--- config.mk ---
export PLATFORM = sky130hd
export DESIGN_NAME = posit_encoder
export DESIGN_NICKNAME = d
export VERILOG_FILES = /design/src/rtl/posit_pkg.sv /design/src/rtl/posit_round_pack.sv /design/src/rtl/posit_encoder.sv
export SDC_FILE = /design/constraint.sdc
export NUM_CORES = 1
export LEC_CHECK = 0
export ABC_AREA = 1
export CAP_MARGIN = 20
export CORE_MARGIN = 3
export CORE_UTILIZATION = 55
export DETAILED_ROUTE_END_ITERATION = 10
export PLACE_DENSITY_LB_ADDON = 0.1
export SYNTH_ARGS = -nofsm -noshare
export SYNTH_HDL_FRONTEND = slang
export SYNTH_SLANG_ARGS = --single-unit
--- constraint.sdc ---
create_clock -name clk -period 4.9 [get_ports clk]
set_input_delay 0.98 -clock clk [delete_from_list [all_inputs] [get_ports clk]]
set_output_delay 0.98 -clock clk [all_outputs]
set_load 0.1 [all_outputs]
--- src/rtl/posit_pkg.sv ---
// Shared posit datapath definitions: default format, the unpacked-result type
// and helpers for the special encodings.
package posit_pkg;

  localparam int POSIT_WIDTH = 32;
  localparam int POSIT_EN    = 3;
  localparam int POSIT_FW    = 32;

  // Signed scale width: enough for the exponent field plus the regime range, plus sign.
  function automatic int posit_sw(input int width, input int es);
    return es + $clog2(width) + 1;
  endfunction

  localparam int POSIT_SW = posit_sw(POSIT_WIDTH, POSIT_EN);

  // Unpacked posit as emitted by the arithmetic cores.
  typedef struct packed {
    logic                       nar;
    logic                       zero;
    logic                       sign;
    logic signed [POSIT_SW-1:0] scale;
    logic [POSIT_FW-1:0]        frac;
    logic                       sticky;
  } posit_unpacked_t;

  // Largest positive posit: 0 followed by all ones (returned in 64 bits, caller slices).
  function automatic logic [63:0] posit_maxpos(input int width);
    return (64'd1 << (width - 1)) - 64'd1;
  endfunction

  // NaR: only the sign bit set.
  function automatic logic [63:0] posit_nar(input int width);
    return 64'd1 << (width - 1);
  endfunction

endpackage

--- src/rtl/posit_round_pack.sv ---
// Combinational regime placement, round-to-nearest-even and sign application.
// Consumes a pre-clamped regime value k and exponent e; shared with the adder.
module posit_round_pack
  import posit_pkg::*;
#(
  parameter int WIDTH = POSIT_WIDTH,
  parameter int EN    = POSIT_EN,
  parameter int FW    = POSIT_FW,
  parameter int KW    = POSIT_SW - POSIT_EN
) (
  input  logic             nar,
  input  logic             zero,
  input  logic             sign,
  input  logic             sat_hi,
  input  logic             sat_lo,
  input  logic [KW-1:0]    k,
  input  logic [EN-1:0]    e,
  input  logic [FW-1:0]    frac,
  input  logic             sticky,
  output logic [WIDTH-1:0] q
);

  // Magnitude bits of the word, and the width of the aligned bit string.
  localparam int MW = WIDTH - 1;
  localparam int XW = WIDTH + 2 + EN + FW;

  localparam logic [63:0]      MAXPOS64 = posit_maxpos(WIDTH);
  localparam logic [63:0]      NAR64    = posit_nar(WIDTH);
  localparam logic [WIDTH-1:0] MAXPOS   = MAXPOS64[WIDTH-1:0];
  localparam logic [WIDTH-1:0] NAR_WORD = NAR64[WIDTH-1:0];
  localparam logic [WIDTH-1:0] MINPOS   = WIDTH'(1);

  logic                 k_neg;
  logic [KW-1:0]        shamt;
  logic [XW-1:0]        field;
  logic signed [XW-1:0] shifted;
  logic [MW-1:0]        mag;
  logic                 guard;
  logic                 sticky_all;
  logic                 round_up;
  logic [WIDTH-1:0]     mag_sum;
  logic [MW-1:0]        mag_rnd;
  logic [WIDTH-1:0]     word;

  // Build the regime by sign-extending shift: "10" >>> k yields k+1 ones then a
  // zero, "01" >> (-k-1) yields -k zeros then a one. Exponent and fraction bits
  // ride along, so truncated exponent bits land in guard/sticky like fraction bits.
  always_comb begin
    k_neg      = k[KW-1];
    shamt      = k_neg ? ~k : k;
    field      = {(k_neg ? 2'b01 : 2'b10), e, frac, {WIDTH{1'b0}}};
    shifted    = $signed(field) >>> shamt;
    mag        = shifted[XW-1 -: MW];
    guard      = shifted[XW-1-MW];
    sticky_all = (|shifted[XW-2-MW:0]) | sticky;
  end

  // Round to nearest even; never round to zero and never wrap past maxpos.
  always_comb begin
    round_up = guard & (mag[0] | sticky_all);
    mag_sum  = {1'b0, mag} + {{MW{1'b0}}, round_up};
    if (mag_sum[WIDTH-1]) begin
      mag_rnd = MAXPOS[MW-1:0];
    end else if (mag_sum[MW-1:0] == '0) begin
      mag_rnd = MINPOS[MW-1:0];
    end else begin
      mag_rnd = mag_sum[MW-1:0];
    end
    word = {1'b0, mag_rnd};
  end

  // Special values take priority over the rounded encoding; negatives are two's complement.
  always_comb begin
    if (nar) begin
      q = NAR_WORD;
    end else if (zero) begin
      q = '0;
    end else if (sat_hi) begin
      q = sign ? -MAXPOS : MAXPOS;
    end else if (sat_lo) begin
      q = sign ? -MINPOS : MINPOS;
    end else begin
      q = sign ? -word : word;
    end
  end

endmodule

--- src/rtl/posit_encoder.sv ---
// Two-stage posit packer: stage 1 clamps the scale and splits it into regime and
// exponent, stage 2 rounds and packs into q. Valid/ready on both sides.
module posit_encoder
  import posit_pkg::*;
#(
  parameter int WIDTH = POSIT_WIDTH,
  parameter int EN    = POSIT_EN,
  parameter int FW    = POSIT_FW,
  localparam int SW   = posit_sw(WIDTH, EN)
) (
  input  logic                 clk,
  input  logic                 rst,
  input  logic                 in_valid,
  output logic                 in_ready,
  input  logic                 in_nar,
  input  logic                 in_zero,
  input  logic                 in_sign,
  input  logic signed [SW-1:0] in_scale,
  input  logic [FW-1:0]        in_frac,
  input  logic                 in_sticky,
  output logic                 out_valid,
  input  logic                 out_ready,
  output logic [WIDTH-1:0]     q
);

  localparam int KW = SW - EN;
  // Largest representable scale: regime of WIDTH-1 ones, no exponent bits left.
  localparam logic signed [SW-1:0] MAXSCALE = SW'((WIDTH - 2) << EN);

  typedef struct packed {
    logic          nar;
    logic          zero;
    logic          sign;
    logic          sat_hi;
    logic          sat_lo;
    logic [KW-1:0] k;
    logic [EN-1:0] e;
    logic [FW-1:0] frac;
    logic          sticky;
  } stage1_t;

  stage1_t              s1_q, s1_d, s1_calc;
  logic                 s1_valid_q, s1_valid_d;
  logic                 s2_valid_q, s2_valid_d;
  logic [WIDTH-1:0]     q_q, q_d;
  logic [WIDTH-1:0]     pack_q;
  logic                 advance;
  logic                 sat_hi, sat_lo;
  logic signed [SW-1:0] scale_clamped;

  // The whole pipeline moves together whenever the output slot is free or being taken.
  assign advance   = !s2_valid_q | out_ready;
  assign in_ready  = advance;
  assign out_valid = s2_valid_q;
  assign q         = q_q;

  // Stage-1 arithmetic: saturation flags, clamp, split into regime k and exponent e.
  always_comb begin
    s1_calc = '0;
    sat_hi  = in_scale > MAXSCALE;
    sat_lo  = in_scale < -MAXSCALE;
    if (sat_hi) begin
      scale_clamped = MAXSCALE;
    end else if (sat_lo) begin
      scale_clamped = -MAXSCALE;
    end else begin
      scale_clamped = in_scale;
    end
    s1_calc.nar    = in_nar;
    s1_calc.zero   = in_zero;
    s1_calc.sign   = in_sign;
    s1_calc.sat_hi = sat_hi;
    s1_calc.sat_lo = sat_lo;
    s1_calc.k      = scale_clamped[SW-1:EN];
    s1_calc.e      = scale_clamped[EN-1:0];
    s1_calc.frac   = in_frac;
    s1_calc.sticky = in_sticky;
  end

  posit_round_pack #(
    .WIDTH (WIDTH),
    .EN    (EN),
    .FW    (FW),
    .KW    (KW)
  ) u_round_pack (
    .nar    (s1_q.nar),
    .zero   (s1_q.zero),
    .sign   (s1_q.sign),
    .sat_hi (s1_q.sat_hi),
    .sat_lo (s1_q.sat_lo),
    .k      (s1_q.k),
    .e      (s1_q.e),
    .frac   (s1_q.frac),
    .sticky (s1_q.sticky),
    .q      (pack_q)
  );

  // Next-state for both stages: hold everything on stall, otherwise shift forward.
  always_comb begin
    s1_valid_d = s1_valid_q;
    s1_d       = s1_q;
    s2_valid_d = s2_valid_q;
    q_d        = q_q;
    if (advance) begin
      s1_valid_d = in_valid;
      if (in_valid) begin
        s1_d = s1_calc;
      end
      s2_valid_d = s1_valid_q;
      if (s1_valid_q) begin
        q_d = pack_q;
      end
    end
  end

  // Pipeline registers; reset drops any words in flight.
  always_ff @(posedge clk or negedge rst) begin
    if (!rst) begin
      s1_valid_q <= 1'b0;
      s1_q       <= '0;
      s2_valid_q <= 1'b0;
      q_q        <= '0;
    end else begin
      s1_valid_q <= s1_valid_d;
      s1_q       <= s1_d;
      s2_valid_q <= s2_valid_d;
      q_q        <= q_d;
    end
  end

endmodule

==> results.md <==
* Layout Nets at 1749
* First-pass GRT wire length at 51.33 mm
* Starting Density at 56.89%
* WP data required at 5.15 ns
* Port Buffers at 82
* Vias/cell at 6.034
* Area after DPL at 0.01029 mm²
* CP arrival at 4.98 ns
* Fill cells at 1419
* ANT nets after route at 0
* Yosys warning count at 0
* Horiz. Die Dim at 135.1 µm
* Slack of the critical path at 0.1734 ns
* Reg-to-reg slack, setup at 0.17 ns
* Slew HR at 33.98%
* Min-delay worst type: reg -> reg
* Async SR Flop Fraction at 100.0%
* Min cycle time layout at 4.727 ns
* WHS Path Cells at 2
* Worst path depth at 37
* Yosys cell types at 51
* Avg Cell Area, Syn at 5.709 µm²
* Top cell type's share of synthesized area at 24.65%
* Final hold vios at 0
* CP Class: reg -> reg
* Yosys reg bits at 81
* Internal power at 2730 µW
* Crit share post-route at 96.46%
* Number of enable flip-flop cells after synthesis at 0
* CTS Buf Count at 9
* Switch Pwr at 3959 µW
* Top cells by area, synth: nand2_1, dfrtp_1, nand3_1, nor2_1, inv_1
* # rows at 46
* Die Ht at 135.1 µm
* DRC at 0
* # diodes at 0
* Top sig layer: met5
* Status: finished clean
* Switching share of total power at 59.19%
* Non-Filler Cell Area, Final at 0.01124 mm²
* Via Count at 11570
* Slew Viols, Final at 0
* Die area at 0.01826 mm²
* Met2 Wirelength at 13.79 mm
* First DRT Iteration DRCs at 1604
* Cell Area, Synth at 0.009169 mm²
* Largest net degree at the start of global routing at 71
* Critical Path Fanout Max at 23
* Final setup vio count at 0
* Worst hold slack at 0.4632 ns
* Crit-path max cell delay at 0.50 ns
* Final core utilization at 69.75%
* GRT Overall Usage at 34.66%
* Power after layout at 6689 µW
* CTS tree: yes
* Net Count, Synth at 1658
* Power share of the combinational group at 75.8%
* Routability cong. at 1.093
* HPWL Detailed at 24.25 mm
* Vias in the first global route at 9910
* Worst path slowest cell: dfrtp_2
* Worst Clk Skew at 0.01216 ns
* CTS H-tree depth at 3
* Leakage power total at 0.005644 µW
* Worst slew pin tran at 0.9871 ns
* MaxCap Viol Count at 0
* Core Area at 0.01612 mm²
* Clock power share at 10.2%
* Clock sinks at 81
* Cell mode on critical path: nand2_1
* WL met3 at 4.162 mm
* I/O pins at 83
* Routed WL at 33.78 mm
* Clock tree buffer depth at 2
* Worst Path Buf+Inv at 5
* GR Overflow Total at 0
* Crit. End Element: flop
* DR pass1 iterations at 6
* Root Buffer: clkbuf_16
* Register area share after synthesis at 22.11%
* Routed length per instance at 17.61 µm
* Pre-CTS setup slack at -0.05738 ns
* Clk Latency, worst-skew pair at 0.36 ns
* Fmax at 211.6 MHz
* Metal1 wirelength at 14.68 mm
* Synth Flop Type: dfrtp_1
* Clock transition at the registers of the reported paths at 0.07 ns
* Initial antenna violation count at 0
* Area Growth Syn to Fin at 22.60%
* Post-synth top area cell: nand2_1
* Maximum vdd ir drop at 0.5863 mV
* CP top delay family: simple AND/OR/NAND/NOR gates
* Worst Reg-to-Reg Cells at 37
* Pwr Density at 595.0 mW/mm²
* Fraction of layout cells with a size suffix above 1 at 15.10%
* Syn Inst Count at 1606
* Startpoint types: flop
* Share of power burned in registers at 14.0%
==> flip-flops by register name, indices dropped and copies added (netlist names) <==
signal / flops
q: 32
s1_q: 47
out_valid: 1
s1_valid_q: 1
==> per-stage QoR <==
step           std cells  setup TNS, ns
3_3_place_gp        1881              0
3_5_place_dp        1881       -0.05738
2_1_floorplan       1606              0
6_report            1918              0
4_1_cts             1897              0
5_1_grt             1918       -0.08584
==> Yosys cell counts, types with 2 or more instances <==
library cell  count
nand2_1         602
nand3_1         358
nor2_1          127
inv_1            96
dfrtp_1          81
o21ai_0          55
a21oi_1          28
buf_2            27
nand3_2          27
clkbuf_1         22
nand4_1          22
nor2_2           18
buf_6            16
inv_2            16
o21ai_1          15
nand2_2          11
nand3b_1          9
nor2_4            8
buf_1             7
nor3_1            7
o22ai_1           6
buf_4             5
nand2_4           5
a21oi_2           3
ha_1              3
clkinv_1          2
nand4_2           2
nor2_8            2
nor3b_1           2
nor4_1            2
o211ai_1          2
==> worst reg2reg max path: cells and delay by family (launching register included) <==
family / cells / cell delay [ns]
AND/OR/NAND/NOR: 31 / 3.32
adder cells (fa/ha/maj): 1 / 0.17
buffers and inverters: 5 / 0.65
flip-flops: 1 / 0.50
==> power by group through the flow <==
stage	combinational [µW]	sequential, µW	clock (µW)
2_1_floorplan	2680	1550	0
3_3_place_gp	4560	933	0
3_5_place_dp	4560	932	0
4_1_cts	4600	926	685
5_1_grt	5440	952	713
6_report	5070	937	682
==> kinds of logic after synthesis <==
logic type	after synthesis	synth area share, %
simple gates	1206	59.93
buf+inv	195	10.19
compound gates	120	7.260
flops	81	22.11
fa+ha+maj	3	0.4094
xor+xnor	1	0.09554
==> layout make-up <==
type | count | area, µm² | share of cell area [%]
multi-input combinational | 1331 | 6569 | 58.44
timing repair buffer | 157 | 1613 | 14.35
tap | 216 | 270.3 | 2.404
clock inverter | 5 | 56.30 | 0.5009
sequential | 81 | 2031 | 18.07
inverter | 117 | 469.2 | 4.174
clock buffer | 11 | 232.7 | 2.070
==> final timing paths <==
check                                        from                    end
min in group asynchronous                     rst   s1_q[29]$_DFFE_PN0P_
hold / removal             s1_valid_q$_DFFE_PN0N_  out_valid$_DFFE_PN0N_
setup reg to reg             s1_q[41]$_DFFE_PN0P_      q[24]$_DFFE_PN0P_
hold reg to reg            s1_valid_q$_DFFE_PN0N_  out_valid$_DFFE_PN0N_
max in group asynchronous                     rst   s1_q[36]$_DFFE_PN0P_
setup / recovery             s1_q[41]$_DFFE_PN0P_      q[24]$_DFFE_PN0P_
==> placed cells by master, fill, tap and decap left out, drive strengths merged, types with 3 or more instances in the layout <==
master | netlist | final
nand3 | 386 | 386
nand2 | 618 | 619
dfrtp | 81 | 81
or2 | 3 | 3
buf | 56 | 70
nand3b | 9 | 9
nor2 | 155 | 155
o22ai | 6 | 6
clkbuf | 22 | 18
clkinv | 3 | 5
o21ai | 71 | 71
a21oi | 31 | 31
nand4 | 24 | 24
clkdlybuf4s50 | 0 | 80
inv | 114 | 115
nor3 | 7 | 7
ha | 3 | 3
==> timing repair <==
item                                    4_1_cts  5_1_grt
pin swaps                                     0       11
resized for setup                             3       87
hold buffers                                  0        0
gates cloned                                  0        9
buffers inserted                              0       12
endpoints found under the setup margin        4       15
==> metal layers <==
metal | up-vias | track usage [%]
met4 | 2 | 10.08
met1 | 5230 | 53.13
met5 | - | 0
met2 | 784 | 49.25
li1 | 5460 | -
met3 | 98 | 6.669
Note: power is estimated with default switching activity, not from simulation.
